--- config.mk ---
export PLATFORM = sky130hd
export DESIGN_NAME = booth_product_accumulator_flat
export DESIGN_NICKNAME = d
export VERILOG_FILES = /design/src/rtl/booth_product_accumulator_if.sv /design/src/rtl/booth_product_accumulator.sv /design/src/flat_wrapper.sv
export SDC_FILE = /design/constraint.sdc
export NUM_CORES = 1
export LEC_CHECK = 0
export CORE_MARGIN = 2
export CORE_UTILIZATION = 50
export CTS_BUF_LIST = sky130_fd_sc_hd__clkbuf_16
export CTS_CLUSTER_SIZE = 30
export DETAILED_ROUTE_END_ITERATION = 8
export GPL_TIMING_DRIVEN = 0
export HOLD_SLACK_MARGIN = 0.08
export PLACE_DENSITY = 0.72
export SLEW_MARGIN = 20
export SYNTH_ARGS = -nofsm -noshare
export SYNTH_HDL_FRONTEND = slang
export SYNTH_SLANG_ARGS = --single-unit
export TNS_END_PERCENT = 100
--- constraint.sdc ---
create_clock -name clk -period 5.9 [get_ports clk]
set_input_delay 0.885 -clock clk [delete_from_list [all_inputs] [get_ports clk]]
set_output_delay 0.885 -clock clk [all_outputs]
set_load 0.02 [all_outputs]
--- src/rtl/booth_product_accumulator_if.sv ---
// rtl/booth_product_accumulator_if.sv - product-in / sum-out handshake bundle
// Purpose: groups the input product stream, the result stream and the
//   synchronous clear of booth_product_accumulator.
// Ports (signals):
//   clear        abort the current block and any held result
//   in_valid     in_product is valid
//   in_ready     accumulator can take a product this cycle
//   in_product   signed product, PROD_W bits
//   out_valid    out_sum / out_overflow are valid
//   out_ready    downstream accepts the result
//   out_sum      signed accumulated sum, ACC_W bits
//   out_overflow signed overflow seen in any add of the block
// Modports: master = product source / result sink, slave = accumulator.
interface booth_product_accumulator_if #(
  parameter int PROD_W = 8,
  parameter int ACC_W  = 16
);
  logic              clear;
  logic              in_valid;
  logic              in_ready;
  logic [PROD_W-1:0] in_product;
  logic              out_valid;
  logic              out_ready;
  logic [ACC_W-1:0]  out_sum;
  logic              out_overflow;

  modport master (
    output clear, in_valid, in_product, out_ready,
    input  in_ready, out_valid, out_sum, out_overflow
  );

  modport slave (
    input  clear, in_valid, in_product, out_ready,
    output in_ready, out_valid, out_sum, out_overflow
  );
endinterface

--- src/rtl/booth_product_accumulator.sv ---
// rtl/booth_product_accumulator.sv - accumulates COUNT signed products per result
// Purpose: registered, flow-controlled stage behind the Booth multiplier.
//   Sums COUNT sign-extended products into an ACC_W accumulator and holds
//   the sum plus a sticky overflow flag on a valid/ready output.
// Ports:
//   clk  rising-edge clock
//   rst  asynchronous active-high reset
//   bus  booth_product_accumulator_if.slave (clear, in_* stream, out_* stream)
// Configuration: BPA_SATURATE_EN defined -> each add clamps on overflow;
//   undefined -> adds wrap modulo 2^ACC_W.
module booth_product_accumulator #(
  parameter int PROD_W = 8,
  parameter int ACC_W  = 16,
  parameter int COUNT  = 4
) (
  input  logic                          clk,
  input  logic                          rst,
  booth_product_accumulator_if.slave    bus
);
  localparam int CNT_W = $clog2(COUNT + 1);
  localparam logic [CNT_W-1:0] LAST = CNT_W'(COUNT - 1);
  localparam int MSB = ACC_W - 1;

  typedef enum logic {ACCUM, HOLD} state_t;

  state_t                  state, state_d;
  logic signed [ACC_W-1:0] acc, acc_d, sum_q, sum_d;
  logic [CNT_W-1:0]        cnt, cnt_d;
  logic                    ovf, ovf_d, sovf_q, sovf_d;

  logic signed [ACC_W-1:0] prod_ext, base, raw, addv;
  logic [CNT_W-1:0]        base_cnt;
  logic                    base_ovf, add_ovf, beat;

  assign prod_ext = {{(ACC_W-PROD_W){bus.in_product[PROD_W-1]}}, bus.in_product};

  // In HOLD the only beat that can be accepted starts a fresh block, so the
  // adder operands come from zero instead of the (already cleared) acc.
  assign base     = (state == HOLD) ? '0 : acc;
  assign base_cnt = (state == HOLD) ? '0 : cnt;
  assign base_ovf = (state == HOLD) ? 1'b0 : ovf;

  assign raw     = base + prod_ext;
  assign add_ovf = (base[MSB] == prod_ext[MSB]) && (raw[MSB] != base[MSB]);

`ifdef BPA_SATURATE_EN
  localparam logic signed [ACC_W-1:0] MAX_V = {1'b0, {(ACC_W-1){1'b1}}};
  localparam logic signed [ACC_W-1:0] MIN_V = {1'b1, {(ACC_W-1){1'b0}}};
  // Overflow direction follows the common sign of the two addends.
  assign addv = add_ovf ? (base[MSB] ? MIN_V : MAX_V) : raw;
`else
  assign addv = raw;
`endif

  assign bus.in_ready     = (state == ACCUM) | bus.out_ready;
  assign beat             = bus.in_valid & bus.in_ready;
  assign bus.out_valid    = (state == HOLD);
  assign bus.out_sum      = sum_q;
  assign bus.out_overflow = sovf_q;

  always_ff @(posedge clk or posedge rst) begin
    if (rst) begin
      state  <= ACCUM;
      acc    <= '0;
      cnt    <= '0;
      ovf    <= 1'b0;
      sum_q  <= '0;
      sovf_q <= 1'b0;
    end else begin
      state  <= state_d;
      acc    <= acc_d;
      cnt    <= cnt_d;
      ovf    <= ovf_d;
      sum_q  <= sum_d;
      sovf_q <= sovf_d;
    end
  end

  always_comb begin
    state_d = state;
    acc_d   = acc;
    cnt_d   = cnt;
    ovf_d   = ovf;
    sum_d   = sum_q;
    sovf_d  = sovf_q;
    if (bus.clear) begin
      // clear wins over any handshake in the same cycle
      state_d = ACCUM;
      acc_d   = '0;
      cnt_d   = '0;
      ovf_d   = 1'b0;
    end else if (beat) begin
      if (base_cnt == LAST) begin
        sum_d   = addv;
        sovf_d  = base_ovf | add_ovf;
        state_d = HOLD;
        acc_d   = '0;
        cnt_d   = '0;
        ovf_d   = 1'b0;
      end else begin
        state_d = ACCUM;
        acc_d   = addv;
        cnt_d   = base_cnt + CNT_W'(1);
        ovf_d   = base_ovf | add_ovf;
      end
    end else if ((state == HOLD) && bus.out_ready) begin
      state_d = ACCUM;
      acc_d   = '0;
      cnt_d   = '0;
      ovf_d   = 1'b0;
    end
  end
endmodule

--- src/flat_wrapper.sv ---
// flat-port wrapper written by rule: the top's interface ports become plain ports
module booth_product_accumulator_flat 
#(
  parameter int PROD_W = 8,
  parameter int ACC_W  = 16,
  parameter int COUNT  = 4
)
  (clk, rst, bus_clear, bus_in_valid, bus_in_product, bus_out_ready, bus_in_ready, bus_out_valid, bus_out_sum, bus_out_overflow);
  booth_product_accumulator_if #(.PROD_W(PROD_W), .ACC_W(ACC_W)) bus_i ();
  input  logic clk;
  input  logic rst;
  input wire logic [$bits(bus_i.clear)-1:0] bus_clear;
  input wire logic [$bits(bus_i.in_valid)-1:0] bus_in_valid;
  input wire logic [$bits(bus_i.in_product)-1:0] bus_in_product;
  input wire logic [$bits(bus_i.out_ready)-1:0] bus_out_ready;
  output wire logic [$bits(bus_i.in_ready)-1:0] bus_in_ready;
  output wire logic [$bits(bus_i.out_valid)-1:0] bus_out_valid;
  output wire logic [$bits(bus_i.out_sum)-1:0] bus_out_sum;
  output wire logic [$bits(bus_i.out_overflow)-1:0] bus_out_overflow;
  assign bus_i.clear = bus_clear;
  assign bus_i.in_valid = bus_in_valid;
  assign bus_i.in_product = bus_in_product;
  assign bus_i.out_ready = bus_out_ready;
  assign bus_in_ready = bus_i.in_ready;
  assign bus_out_valid = bus_i.out_valid;
  assign bus_out_sum = bus_i.out_sum;
  assign bus_out_overflow = bus_i.out_overflow;
  booth_product_accumulator #(.PROD_W(PROD_W), .ACC_W(ACC_W), .COUNT(COUNT)) u_core (.clk(clk), .rst(rst), .bus(bus_i));
endmodule
==> results.md <==
- Power Dens Cells: 349 nW/µm²
- Synth unique cells: 56
- Post-synthesis simple-gate area fraction: 23.1%
- Leakage power: 1.41 nW
- Routability Congestion: 0.856
- Setup Viol. Count Final: 0
- Cell taking the most area after synthesis: dfrtp_1
- Layout Nets: 361
- Starting Density: 50.9%
- DR iter-0 viols: 203
- Largest net degree at the start of global routing: 21
- Max_slew headroom: 52.3%
- Final core occ: 62.7%
- Setup TNS: 0 ns
- Clk_skew: 0.00398 ns
- Yosys top cell area share: 37.3%
- Multiplexer share of the synthesized area: 2.11%
- H-tree depth: 2
- Post-CTS Resized: 0
- First-pass GRT wire length: 10.6 mm
- Boundary Pins: 32
- DR vias/cell: 5.73
- Reg clk slew, reported paths: 0.06 ns
- Die Y: 75.5 µm
- Max Root-Sink Buffers: 2
- Final Max Tran Viols: 0
- Antenna Violating Nets Remaining: 0
- Slew @ Worst Pin: 0.713 ns
- Post CTS Setup Buffer Count: 0
- DR vias: 2303
- # diodes: 0
- Router iterations before antenna repair: 5
- Total track usage: 24.5%
- Post-synthesis compound-gate area fraction: 22.4%
- Largest family of logic cells by synthesized area: simple AND/OR/NAND/NOR gates
- Synthesized Nets: 322
- Vias in the first global route: 2225
- Synth warn: 0
- # clock sinks: 38
- Port buffer count: 31
- Initial antenna violation count: 0
- Post-synthesis adder-cell area fraction: 8.63%
- Final worst-path cycle share: 57.2%
- Row cnt: 26
- Share of layout cells above drive strength 1: 6.93%
- Crit Path Max Fanout: 5
- Mapped Cells: 292
- Peak VDD IR: 214 µV
- CP Capture Type: flop
- Post-route DRC: 0
- Die width: 75.5 µm
- Synth top area cells: dfrtp_1 37%, ha_1 7.8%, nand2_1 5.9%, o21ai_0 5.5%, nor2b_1 4.7%
- Synth cell count leaders: 40 x nand2_1, 38 x dfrtp_1, 28 x o21ai_0
- Wire per inst: 15.8 µm
- CTS tree: done
- Crit path DAT: 3.54 ns
- MaxCap Viol Count: 0
- Synth Cell Area: 2550 µm²
- Fmax: 296 MHz
- Critical Path Start Type: input pin
- DIE AREA: 5690 µm²
- Worst min-delay path class: flop to flop
- Final WL: 6.37 mm
- CTS Hold Bufs: 0
- Yosys reg bits: 38
- CTS Buf Count: 5
- Total grt overflow: 0
- Period minus WS final: 3.37 ns
- Hold violation total from the final report: 0
- Area grow syn2layout: 23.0%
- Total core area: 5010 µm²
- Hpwl dp: 4.69 mm
- Setup slack, reg-to-reg: 2.57 ns
- Status: finished clean
- Async SR Flop Fraction: 100%
- Worst skew pair latency: 0.28 ns
- Xor-xnor portion of the synthesized cell area: 3.09%
- WS Path Type: input pin to flop
- Register area share after synthesis: 37.3%
- Syn avg cell area: 8.74 µm²
- RSZ-0062 raised after global routing: false
- EDFF count, synth: 0
- Clock Tree Root: clkbuf_16
- Top_reg_cell synth: dfrtp_1
- Critical Path RT: 6.06 ns
- Most frequent cell after synthesis: nand2_1
## power breakdown
| group | internal (mW) | switching, mW |
|---|---|---|
| combinational | 0.197 | 0.242 |
| sequential | 0.323 | 0.0335 |
| clock | 0.196 | 0.104 |
## flip-flops by register name, summed over array words and instances (netlist names)
| register | cells |
|---|---|
| u_core.ovf | 1 |
| u_core.bus.out_overflow | 1 |
| u_core.bus.out_sum | 16 |
| u_core.bus.out_valid | 1 |
| u_core.acc | 16 |
| u_core.cnt | 3 |
## worst paths after layout
kind                                     endpoint  depth (start not counted)                   from
max in group asynchronous  u_core.bus.out_sum[15]                          3                    rst
hold reg to reg             u_core.bus.out_sum[5]                          2  u_core.bus.out_sum[5]
setup / recovery           u_core.bus.out_sum[14]                         10      bus_in_product[0]
hold / removal              u_core.bus.out_sum[5]                          2  u_core.bus.out_sum[5]
min in group asynchronous   u_core.bus.out_sum[1]                          2                    rst
setup reg to reg           u_core.bus.out_sum[14]                         12   u_core.bus.out_valid
## layer usage
layer | up-vias | global-route usage, % | wire length, µm
met5 | - | 0 | 0
met4 | 0 | 5.46 | 48
met3 | 4 | 4.50 | 278
met2 | 51 | 41.5 | 3080
met1 | 1115 | 32.7 | 2960
li1 | 1133 | - | -
## critical path, cell delays in order
cell and delay (ns):
clkdlybuf4s50_1 0.46, ha_1 0.16, inv_1 0.05, fa_1 0.39, and2b_1 0.23, o31a_2 0.16, o21ai_0 0.09, a21boi_0 0.58
mux2_2 0.40, a2bb2oi_1 0.12
## cell families (layout without fill, tap and decap cells)
| kind of cell | after synthesis | count (layout) |
|---|---|---|
| buffers and inverters | 22 | 62 |
| multiplexers | 5 | 5 |
| AND/OR/NAND/NOR | 114 | 114 |
| XOR/XNOR | 9 | 9 |
| flip-flops | 38 | 38 |
| adder cells (fa/ha/maj) | 17 | 17 |
| AO/OA/AOI/OAI | 87 | 87 |
## layout by cell type (no fill, tap or decap), drive strengths merged, types with 5 or more instances in the layout
cell,Yosys,routed
xor2,5,5
ha,16,16
nand4,6,6
inv,10,12
nand3,6,6
clkbuf,9,14
nor3,8,8
clkdlybuf4s50,0,31
dfrtp,38,38
o21a,7,7
nor2,15,15
o31ai,7,7
nand2,40,40
a21oi,14,14
nor2b,19,19
o21ai,28,28
## through the flow
step	hold WS [ns]	area, µm²	power [mW]	setup WS [ns]	std cells
after floorplan	0.441	2550	0.639	3.00	292
after global placement	0.455	2950	0.784	2.24	393
after detailed placement	0.463	2980	0.797	2.21	394
after CTS	0.475	3140	1.10	2.51	402
after global routing	0.503	3140	1.16	2.38	402
final	0.479	3140	1.10	2.53	402
## layout make-up
type | instances | area (µm²)
fill | 468 | 1870
multi-input combinational | 232 | 1510
sequential | 38 | 951
timing repair buffer | 32 | 338
clock buffer | 5 | 125
tap | 70 | 87.6
buffer | 12 | 50.0
clock inverter | 3 | 37.5
inverter | 10 | 37.5
(Power assumes the default switching activity.)
